==> src/rtl/cgra_host_pkg.sv <==
// Shared types and helpers for the CGRA host-side sequencer.
//   host_state_e   : sequencer / handshake state encoding
//   DEF_*_BASE     : default byte addresses of the load and result regions
//   word_to_byte() : word index -> byte offset
package cgra_host_pkg;

  localparam int HOST_DW = 32;

  localparam logic [HOST_DW-1:0] DEF_LOAD_BASE  = 32'h0000_0000;
  localparam logic [HOST_DW-1:0] DEF_STORE_BASE = 32'h0000_1000;

  typedef enum logic [3:0] {
    IDLE, LOAD, PRE, START, WAIT_DONE, WAIT_CLR, RD, CAP, OUT
  } host_state_e;

  // Offset wraps modulo 2^HOST_DW like the rest of the address path.
  function automatic logic [HOST_DW-1:0] word_to_byte(input logic [HOST_DW-1:0] idx,
                                                      input logic [HOST_DW-1:0] step);
    return idx * step;
  endfunction

endpackage

==> src/rtl/cgra_host_seq_if.sv <==
// Host sequencer bus bundle: command, load stream, result stream, BRAM port
// and the Start/Done handshake.
//   master : the sequencer side (drives Cmd_Ready, In_Ready, Out_*, Bram_*,
//            Computation_Start, Busy, Error)
//   slave  : the environment side (host, stream source/sink, BRAM, CGRA)
interface cgra_host_seq_if #(
  parameter int SYS_DWIDTH = 32,
  parameter int BYTE_LEN   = 4,
  parameter int LEN_W      = 12
) ();
  logic                  Cmd_Valid;
  logic                  Cmd_Ready;
  logic [LEN_W-1:0]      Cmd_Load_Len;
  logic [LEN_W-1:0]      Cmd_Store_Len;
  logic                  In_Valid;
  logic                  In_Ready;
  logic [SYS_DWIDTH-1:0] In_Data;
  logic                  Out_Valid;
  logic                  Out_Ready;
  logic [SYS_DWIDTH-1:0] Out_Data;
  logic                  Bram_En;
  logic [BYTE_LEN-1:0]   Bram_Wen;
  logic [SYS_DWIDTH-1:0] Bram_Addr;
  logic [SYS_DWIDTH-1:0] Bram_Data_To_Bram;
  logic [SYS_DWIDTH-1:0] Bram_Data_From_Bram;
  logic                  Computation_Start;
  logic                  Computation_Done;
  logic                  Busy;
  logic                  Error;

  modport master (
    input  Cmd_Valid, Cmd_Load_Len, Cmd_Store_Len, In_Valid, In_Data, Out_Ready,
           Bram_Data_From_Bram, Computation_Done,
    output Cmd_Ready, In_Ready, Out_Valid, Out_Data, Bram_En, Bram_Wen, Bram_Addr,
           Bram_Data_To_Bram, Computation_Start, Busy, Error
  );

  modport slave (
    output Cmd_Valid, Cmd_Load_Len, Cmd_Store_Len, In_Valid, In_Data, Out_Ready,
           Bram_Data_From_Bram, Computation_Done,
    input  Cmd_Ready, In_Ready, Out_Valid, Out_Data, Bram_En, Bram_Wen, Bram_Addr,
           Bram_Data_To_Bram, Computation_Start, Busy, Error
  );
endinterface

==> src/rtl/cgra_start_done_hs.sv <==
// Four-phase Start/Done handshake with a CGRA kernel.
//   go                : pulse, begin a handshake (accepted in IDLE)
//   computation_done  : kernel done flag
//   computation_start : registered start request
//   error             : one-cycle pulse if Done is already high on entry
//   finished          : one-cycle pulse once Done has returned low
// Start only rises after Done is seen low and only falls after Done is
// seen high, so the four-phase ordering holds by construction.
module cgra_start_done_hs
  import cgra_host_pkg::*;
(
  input  logic clk,
  input  logic rst,
  input  logic go,
  input  logic computation_done,
  output logic computation_start,
  output logic error,
  output logic finished
);

  host_state_e state_q, state_d;
  logic start_q, start_d;
  logic error_q, error_d;
  logic finished_q, finished_d;
  logic stale_q, stale_d;  // stale Done already reported for this handshake

  always_comb begin
    state_d    = state_q;
    start_d    = start_q;
    error_d    = 1'b0;
    finished_d = 1'b0;
    stale_d    = stale_q;
    case (state_q)
      IDLE: if (go) begin
        state_d = PRE;
        stale_d = 1'b0;
      end
      PRE: begin
        if (computation_done) begin
          error_d = !stale_q;
          stale_d = 1'b1;
        end else begin
          state_d = START;
          start_d = 1'b1;
        end
      end
      START: state_d = WAIT_DONE;
      WAIT_DONE: if (computation_done) begin
        start_d = 1'b0;
        state_d = WAIT_CLR;
      end
      WAIT_CLR: if (!computation_done) begin
        finished_d = 1'b1;
        state_d    = IDLE;
      end
      default: begin
        state_d = IDLE;
        start_d = 1'b0;
      end
    endcase
  end

  always_ff @(posedge clk) begin
    if (rst) begin
      state_q    <= IDLE;
      start_q    <= 1'b0;
      error_q    <= 1'b0;
      finished_q <= 1'b0;
      stale_q    <= 1'b0;
    end else begin
      state_q    <= state_d;
      start_q    <= start_d;
      error_q    <= error_d;
      finished_q <= finished_d;
      stale_q    <= stale_d;
    end
  end

  assign computation_start = start_q;
  assign error             = error_q;
  assign finished          = finished_q;

endmodule

==> src/rtl/cgra_host_seq.sv <==
// Host-side sequencer for a CGRA sharing a data BRAM.
// Per command: stream load words into BRAM, run one Start/Done handshake,
// read result words back and stream them out.
//   Clk, Rst : clock, synchronous active-high reset
//   bus      : cgra_host_seq_if.master (command, In/Out streams, BRAM port,
//              Computation_Start/Done, Busy, Error)
// All outputs are registered.
module cgra_host_seq
  import cgra_host_pkg::*;
#(
  parameter int                    SYS_DWIDTH = 32,
  parameter int                    BYTE_LEN   = 4,
  parameter int                    LEN_W      = 12,
  parameter logic [SYS_DWIDTH-1:0] LOAD_BASE  = DEF_LOAD_BASE,
  parameter logic [SYS_DWIDTH-1:0] STORE_BASE = DEF_STORE_BASE
) (
  input logic             Clk,
  input logic             Rst,
  cgra_host_seq_if.master bus
);

  host_state_e state_q, state_d;
  logic [LEN_W-1:0]      idx_q, idx_d, load_len_q, load_len_d, store_len_q, store_len_d;
  logic                  cmd_ready_q, cmd_ready_d, in_ready_q, in_ready_d, busy_q, busy_d;
  logic                  bram_en_q, bram_en_d;
  logic [BYTE_LEN-1:0]   bram_wen_q, bram_wen_d;
  logic [SYS_DWIDTH-1:0] bram_addr_q, bram_addr_d, bram_wdata_q, bram_wdata_d;
  logic                  out_valid_q, out_valid_d;
  logic [SYS_DWIDTH-1:0] out_data_q, out_data_d;

  logic                  hs_go, hs_finished, hs_start, hs_error;
  logic [LEN_W-1:0]      idx_inc;
  logic [SYS_DWIDTH-1:0] ld_addr, st_addr_nxt;

  assign idx_inc     = idx_q + LEN_W'(1);
  assign ld_addr     = LOAD_BASE  + SYS_DWIDTH'(word_to_byte(HOST_DW'(idx_q),   HOST_DW'(BYTE_LEN)));
  assign st_addr_nxt = STORE_BASE + SYS_DWIDTH'(word_to_byte(HOST_DW'(idx_inc), HOST_DW'(BYTE_LEN)));

  // The top parks in PRE for the whole handshake; the sub-FSM walks
  // PRE/START/WAIT_DONE/WAIT_CLR and reports back with 'finished'.
  cgra_start_done_hs u_hs (
    .clk               (Clk),
    .rst               (Rst),
    .go                (hs_go),
    .computation_done  (bus.Computation_Done),
    .computation_start (hs_start),
    .error             (hs_error),
    .finished          (hs_finished)
  );

  always_comb begin
    state_d      = state_q;
    idx_d        = idx_q;
    load_len_d   = load_len_q;
    store_len_d  = store_len_q;
    in_ready_d   = in_ready_q;
    bram_en_d    = 1'b0;        // BRAM strobes are single-cycle
    bram_wen_d   = '0;
    bram_addr_d  = bram_addr_q;
    bram_wdata_d = bram_wdata_q;
    out_valid_d  = out_valid_q;
    out_data_d   = out_data_q;
    hs_go        = 1'b0;
    case (state_q)
      IDLE: if (bus.Cmd_Valid) begin
        load_len_d  = bus.Cmd_Load_Len;
        store_len_d = bus.Cmd_Store_Len;
        idx_d       = '0;
        if (bus.Cmd_Load_Len != '0) begin
          state_d    = LOAD;
          in_ready_d = 1'b1;
        end else begin
          state_d = PRE;
          hs_go   = 1'b1;
        end
      end
      LOAD: if (bus.In_Valid && in_ready_q) begin
        bram_en_d    = 1'b1;
        bram_wen_d   = {BYTE_LEN{1'b1}};
        bram_addr_d  = ld_addr;
        bram_wdata_d = bus.In_Data;
        idx_d        = idx_inc;
        if (idx_q == load_len_q - LEN_W'(1)) begin
          in_ready_d = 1'b0;
          state_d    = PRE;
          hs_go      = 1'b1;
        end
      end
      PRE: if (hs_finished) begin
        idx_d = '0;
        if (store_len_q != '0) begin
          state_d     = RD;
          bram_en_d   = 1'b1;
          bram_addr_d = STORE_BASE;
        end else begin
          state_d = IDLE;
        end
      end
      RD:  state_d = CAP;
      CAP: begin
        out_data_d  = bus.Bram_Data_From_Bram;
        out_valid_d = 1'b1;
        state_d     = OUT;
      end
      OUT: if (bus.Out_Ready) begin
        out_valid_d = 1'b0;
        if (idx_q == store_len_q - LEN_W'(1)) begin
          state_d = IDLE;
        end else begin
          idx_d       = idx_inc;
          state_d     = RD;
          bram_en_d   = 1'b1;
          bram_addr_d = st_addr_nxt;
        end
      end
      default: state_d = IDLE;
    endcase
    cmd_ready_d = (state_d == IDLE);
    busy_d      = (state_d != IDLE);
  end

  always_ff @(posedge Clk) begin
    if (Rst) begin
      state_q      <= IDLE;
      idx_q        <= '0;
      load_len_q   <= '0;
      store_len_q  <= '0;
      cmd_ready_q  <= 1'b1;
      in_ready_q   <= 1'b0;
      busy_q       <= 1'b0;
      bram_en_q    <= 1'b0;
      bram_wen_q   <= '0;
      bram_addr_q  <= '0;
      bram_wdata_q <= '0;
      out_valid_q  <= 1'b0;
      out_data_q   <= '0;
    end else begin
      state_q      <= state_d;
      idx_q        <= idx_d;
      load_len_q   <= load_len_d;
      store_len_q  <= store_len_d;
      cmd_ready_q  <= cmd_ready_d;
      in_ready_q   <= in_ready_d;
      busy_q       <= busy_d;
      bram_en_q    <= bram_en_d;
      bram_wen_q   <= bram_wen_d;
      bram_addr_q  <= bram_addr_d;
      bram_wdata_q <= bram_wdata_d;
      out_valid_q  <= out_valid_d;
      out_data_q   <= out_data_d;
    end
  end

  assign bus.Cmd_Ready         = cmd_ready_q;
  assign bus.In_Ready          = in_ready_q;
  assign bus.Out_Valid         = out_valid_q;
  assign bus.Out_Data          = out_data_q;
  assign bus.Bram_En           = bram_en_q;
  assign bus.Bram_Wen          = bram_wen_q;
  assign bus.Bram_Addr         = bram_addr_q;
  assign bus.Bram_Data_To_Bram = bram_wdata_q;
  assign bus.Computation_Start = hs_start;
  assign bus.Busy              = busy_q;
  assign bus.Error             = hs_error;

endmodule
==> src/flat_wrapper.sv <==
// flat-port wrapper written by rule: the top's interface ports become plain ports
module cgra_host_seq_flat import cgra_host_pkg::*;
#(
  parameter int                    SYS_DWIDTH = 32,
  parameter int                    BYTE_LEN   = 4,
  parameter int                    LEN_W      = 12,
  parameter logic [SYS_DWIDTH-1:0] LOAD_BASE  = DEF_LOAD_BASE,
  parameter logic [SYS_DWIDTH-1:0] STORE_BASE = DEF_STORE_BASE
)
  (Clk, Rst, bus_Cmd_Valid, bus_Cmd_Load_Len, bus_Cmd_Store_Len, bus_In_Valid, bus_In_Data, bus_Out_Ready, bus_Bram_Data_From_Bram, bus_Computation_Done, bus_Cmd_Ready, bus_In_Ready, bus_Out_Valid, bus_Out_Data, bus_Bram_En, bus_Bram_Wen, bus_Bram_Addr, bus_Bram_Data_To_Bram, bus_Computation_Start, bus_Busy, bus_Error);
  cgra_host_seq_if #(.SYS_DWIDTH(SYS_DWIDTH), .BYTE_LEN(BYTE_LEN), .LEN_W(LEN_W)) bus_i ();
  input logic Clk;
  input logic Rst;
  input wire logic [$bits(bus_i.Cmd_Valid)-1:0] bus_Cmd_Valid;
  input wire logic [$bits(bus_i.Cmd_Load_Len)-1:0] bus_Cmd_Load_Len;
  input wire logic [$bits(bus_i.Cmd_Store_Len)-1:0] bus_Cmd_Store_Len;
  input wire logic [$bits(bus_i.In_Valid)-1:0] bus_In_Valid;
  input wire logic [$bits(bus_i.In_Data)-1:0] bus_In_Data;
  input wire logic [$bits(bus_i.Out_Ready)-1:0] bus_Out_Ready;
  input wire logic [$bits(bus_i.Bram_Data_From_Bram)-1:0] bus_Bram_Data_From_Bram;
  input wire logic [$bits(bus_i.Computation_Done)-1:0] bus_Computation_Done;
  output wire logic [$bits(bus_i.Cmd_Ready)-1:0] bus_Cmd_Ready;
  output wire logic [$bits(bus_i.In_Ready)-1:0] bus_In_Ready;
  output wire logic [$bits(bus_i.Out_Valid)-1:0] bus_Out_Valid;
  output wire logic [$bits(bus_i.Out_Data)-1:0] bus_Out_Data;
  output wire logic [$bits(bus_i.Bram_En)-1:0] bus_Bram_En;
  output wire logic [$bits(bus_i.Bram_Wen)-1:0] bus_Bram_Wen;
  output wire logic [$bits(bus_i.Bram_Addr)-1:0] bus_Bram_Addr;
  output wire logic [$bits(bus_i.Bram_Data_To_Bram)-1:0] bus_Bram_Data_To_Bram;
  output wire logic [$bits(bus_i.Computation_Start)-1:0] bus_Computation_Start;
  output wire logic [$bits(bus_i.Busy)-1:0] bus_Busy;
  output wire logic [$bits(bus_i.Error)-1:0] bus_Error;
  assign bus_i.Cmd_Valid = bus_Cmd_Valid;
  assign bus_i.Cmd_Load_Len = bus_Cmd_Load_Len;
  assign bus_i.Cmd_Store_Len = bus_Cmd_Store_Len;
  assign bus_i.In_Valid = bus_In_Valid;
  assign bus_i.In_Data = bus_In_Data;
  assign bus_i.Out_Ready = bus_Out_Ready;
  assign bus_i.Bram_Data_From_Bram = bus_Bram_Data_From_Bram;
  assign bus_i.Computation_Done = bus_Computation_Done;
  assign bus_Cmd_Ready = bus_i.Cmd_Ready;
  assign bus_In_Ready = bus_i.In_Ready;
  assign bus_Out_Valid = bus_i.Out_Valid;
  assign bus_Out_Data = bus_i.Out_Data;
  assign bus_Bram_En = bus_i.Bram_En;
  assign bus_Bram_Wen = bus_i.Bram_Wen;
  assign bus_Bram_Addr = bus_i.Bram_Addr;
  assign bus_Bram_Data_To_Bram = bus_i.Bram_Data_To_Bram;
  assign bus_Computation_Start = bus_i.Computation_Start;
  assign bus_Busy = bus_i.Busy;
  assign bus_Error = bus_i.Error;
  cgra_host_seq #(.SYS_DWIDTH(SYS_DWIDTH), .BYTE_LEN(BYTE_LEN), .LEN_W(LEN_W), .LOAD_BASE(LOAD_BASE), .STORE_BASE(STORE_BASE)) u_core (.Clk(Clk), .Rst(Rst), .bus(bus_i));
endmodule
==> config.mk <==
export PLATFORM = sky130hd
export DESIGN_NAME = cgra_host_seq_flat
export DESIGN_NICKNAME = d
export VERILOG_FILES = /design/src/rtl/cgra_host_pkg.sv /design/src/rtl/cgra_host_seq_if.sv /design/src/rtl/cgra_start_done_hs.sv /design/src/rtl/cgra_host_seq.sv /design/src/flat_wrapper.sv
export SDC_FILE = /design/constraint.sdc
export NUM_CORES = 1
export LEC_CHECK = 0
export ABC_CLOCK_PERIOD_IN_PS = 8100
export BUFFER_PORTS_ARGS = -buffer_cell sky130_fd_sc_hd__buf_2
export CORE_MARGIN = 10
export CORE_UTILIZATION = 55
export DETAILED_ROUTE_END_ITERATION = 16
export PLACE_DENSITY = 0.86
export SYNTH_ARGS = -nofsm -noshare
export SYNTH_HDL_FRONTEND = slang
export SYNTH_SLANG_ARGS = --single-unit
==> constraint.sdc <==
create_clock -name Clk -period 8.1 [get_ports Clk]
set_input_delay 0.405 -clock Clk [delete_from_list [all_inputs] [get_ports Clk]]
set_output_delay 0.405 -clock Clk [all_outputs]
set_load 0.02 [all_outputs]
==> impl_metrics.env <==
export IMPL_grt_start_max_net_pins=65
export IMPL_syn_avg_cell_area_um2=7.64
export IMPL_clk_latency_ns=0.53
export IMPL_pin_count=201
export IMPL_gp_congestion=0.920
export IMPL_dr_pass1_iters=5
export IMPL_antenna_found_initial=0
export IMPL_drv_slew=0
export IMPL_grt_pass1_wl_um=29300
export IMPL_muxShareOfSynthArea_pct=0.812
export IMPL_postCtsResizedCells=0
export IMPL_totalWireLength_um=18000
export IMPL_outcome="finished clean"
export IMPL_nets=1053
export IMPL_synth_xor_area_share_pct=4.69
export IMPL_timing_final_crit_share_pct=39.9
export IMPL_skew_ns=0.0106
export IMPL_hold_viol_final=0
export IMPL_drive_gt1_share_pct=24.2
export IMPL_root_buffer="clkbuf_8"
export IMPL_wl_met3_um=2010
export IMPL_die_area_um2=15800
export IMPL_syn_area_um2=6160
export IMPL_power_leakage_nw=3.27
export IMPL_grt_usage_pct=22.0
export IMPL_cts_max_level=4
export IMPL_core_um2=10900
export IMPL_dp_hpwl_um=13100
export IMPL_setup_tns_ns=0
export IMPL_synth_seq_cells=130
export IMPL_max_clock_freq_mhz=310
export IMPL_nFillCells=926
export IMPL_drt_iter0_drc=563
export IMPL_start_util_pct=56.6
export IMPL_top_layer="met4"
export IMPL_drc=0
export IMPL_wl_per_cell_um=16.2
export IMPL_clkTransAtPathRegs_ns=0.07
export IMPL_hold_start="bus_In_Data[3]"
export IMPL_register_area_um2=2600
export IMPL_critPathKind="reg2reg"
export IMPL_cp_startpoint="u_core.store_len_q[3]$_SDFFE_PP0P_"
export IMPL_fin_crit_ns=3.23
export IMPL_setup_ws_ns=4.87
export IMPL_cts_max_path_buffers=2
export IMPL_holdWs_ns=0.106
export IMPL_syn_inst=807
export IMPL_area_growth_synth_to_final_pct=22.4
export IMPL_cts_setup_buffers=0
export IMPL_final_area_um2=7540
export IMPL_num_vias=6054
export IMPL_antenna_cells=0
export IMPL_seq_area_frac_synth_pct=42.2
export IMPL_wl_met1_um=6560
export IMPL_grt_overflow_total=0
export IMPL_yosysUniqueCellTypes=59
export IMPL_max_cap_violations=0
export IMPL_synth_top_family_by_area="simple AND/OR/NAND/NOR gates"
export IMPL_rsz0062_at_grt="no"
export IMPL_ant_nets=0
export IMPL_reg2reg_from="u_core.store_len_q[3]$_SDFFE_PP0P_"
export IMPL_crit_fanout=22
export IMPL_arrival_ns=3.61
export IMPL_yosysWarnings=0
export IMPL_cts_hold_fix_buffers=0
export IMPL_yosys_area_share_adder_pct=0.812
export IMPL_vdd_drop_max_mv=0.188
export IMPL_num_rows=38
export IMPL_slew_headroom_pct=39.1
export IMPL_synth_top_flop_cell="dfxtp_1"
export IMPL_dieWidth_um=126
export IMPL_synth_compound_area_share_pct=18.6
export IMPL_io_buffers=181
export IMPL_worstSetupEndpointType="register"
export IMPL_async_flop_share_pct=0
export IMPL_grt_pass1_vias=5935
export IMPL_required_ns=8.48
export IMPL_multi_input_comb_area_um2=3220
export IMPL_dpl_cell_area_um2=6970
export IMPL_numCtsBuffers=17
export IMPL_met2_wirelength_um=9160
export IMPL_setup_viol=0
export IMPL_hold_class="in2reg"
export IMPL_power_density_nw_per_um2=215
export IMPL_dp_slack_ns=4.87
export IMPL_finish_utilization_pct=69.3
export IMPL_cp_start_kind="register"
export IMPL_synth_simple_gate_area_share_pct=26.1
export IMPL_synth_edf_count=0
export IMPL_avgViaCountPerCell=5.46
export IMPL_cts_sinks=130
export IMPL_die_h_um=126
export IMPL_cts_tree="built"
export IMPL_worstMarginPinSlew_ns=0.910
## registers in the layout, indices dropped and copies added (netlist names), 3 cells and up
register and flops:
u_core.u_hs.state_q 3, u_core.bus.Out_Data 32, u_core.store_len_q 12, u_core.load_len_q 12, u_core.state_q 4, u_core.bus.Bram_Data_To_Bram 32
u_core.bus.Bram_Addr 13, u_core.idx_q 12
## stage by stage
step / total power, mW / instances
3_3_place_gp: 0.893 / 1076
4_1_cts: 1.63 / 1108
2_1_floorplan: 0.844 / 825
6_report: 1.62 / 1108
3_5_place_dp: 0.897 / 1076
5_1_grt: 1.68 / 1108
## cells by family (layout without fill, tap and decap cells)
kind of cell | count (synthesis) | count (layout)
compound gates | 190 | 190
xor+xnor | 33 | 33
fa+ha+maj | 4 | 4
buf+inv | 84 | 227
flops | 130 | 130
mux | 5 | 5
other cells | 1 | 19
simple gates | 360 | 360
## routing by layer
layer  vias up  GRT usage [%]
li1       3000              -
met1      2762           22.9
met2       261           38.4
met3        31           10.6
met4         0           7.17
met5         -              0
## final cells by class
type / count / area share [%]
clock inverters: 14 / 1.84
flip-flops and latches: 130 / 34.5
well taps: 140 / 2.32
repair buffers: 186 / 12.5
clock buffers: 18 / 5.67
inverters: 9 / 0.448
multi-input cells: 611 / 42.7
## cell usage in the layout (no fill, tap or decap), types with 16 or more instances in the layout
master | Yosys | routed
a21oi_1 | 110 | 110
nand3_1 | 21 | 21
buf_2 | 2 | 180
o21ai_0 | 25 | 25
clkbuf_16 | 0 | 16
nor3_1 | 23 | 23
nor2_1 | 43 | 41
dfxtp_1 | 130 | 130
nand2_1 | 212 | 212
xor2_1 | 19 | 19
conb_1 | 1 | 19
## path summary, 6_finish.rpt
check | to | slack, ns | cells past startpoint
min reg2reg | u_core.bus.Out_Data[19]$_SDFFE_PP0P_ | 0.45 | 2
min | u_core.bus.Bram_Data_To_Bram[3]$_SDFFE_PP0P_ | 0.11 | 3
max reg2reg | u_core.bus.Bram_Addr[7]$_SDFFE_PP0P_ | 4.87 | 8
max | u_core.bus.Bram_Addr[7]$_SDFFE_PP0P_ | 4.87 | 8
## where the power goes
group / total [mW] / internal (mW) / switching, mW
Combinational: 0.202 / 0.0822 / 0.120
Clock: 0.736 / 0.424 / 0.312
Sequential: 0.685 / 0.659 / 0.0266
## critical path, cell delays in order (launching register included)
cell	delay [ns]
dfxtp_1	0.39
or4_4	0.55
or3_1	0.37
a21o_1	0.21
a221oi_2	0.28
a31oi_2	0.23
o21ai_2	0.74
nor2b_1	0.25
nor3_2	0.06
## cell usage after synthesis, types with 2 or more instances
library cell	number	area share [%]
clkbuf_1	47	2.9
dfxtp_1	130	42
a211oi_1	6	0.73
o21bai_1	2	0.24
o22a_1	7	0.99
nor2_1	43	2.6
xnor2_1	14	2.0
inv_1	9	0.55
o21ai_0	25	2.0
a21oi_1	110	8.9
nand4_1	4	0.41
a31oi_1	4	0.41
a31o_2	2	0.28
a21o_1	7	0.85
a2111oi_0	3	0.43
nand2b_1	8	0.81
mux2i_1	5	0.81
o31ai_1	3	0.37
nor3b_1	4	0.49
ha_1	4	0.81
nor3_2	3	0.49
nand3b_1	6	0.73
nor4_1	7	0.71
nor2b_1	14	1.4
nand3_1	21	1.7
o21ai_2	2	0.28
xor2_1	19	2.7
buf_4	24	2.9
nor4b_1	2	0.28
o22ai_1	2	0.20
nor3_1	23	1.9
a211o_1	3	0.43
and3_1	6	0.61
buf_2	2	0.16
nand2_1	212	13
No activity file was read; power rests on OpenSTA's default activity.
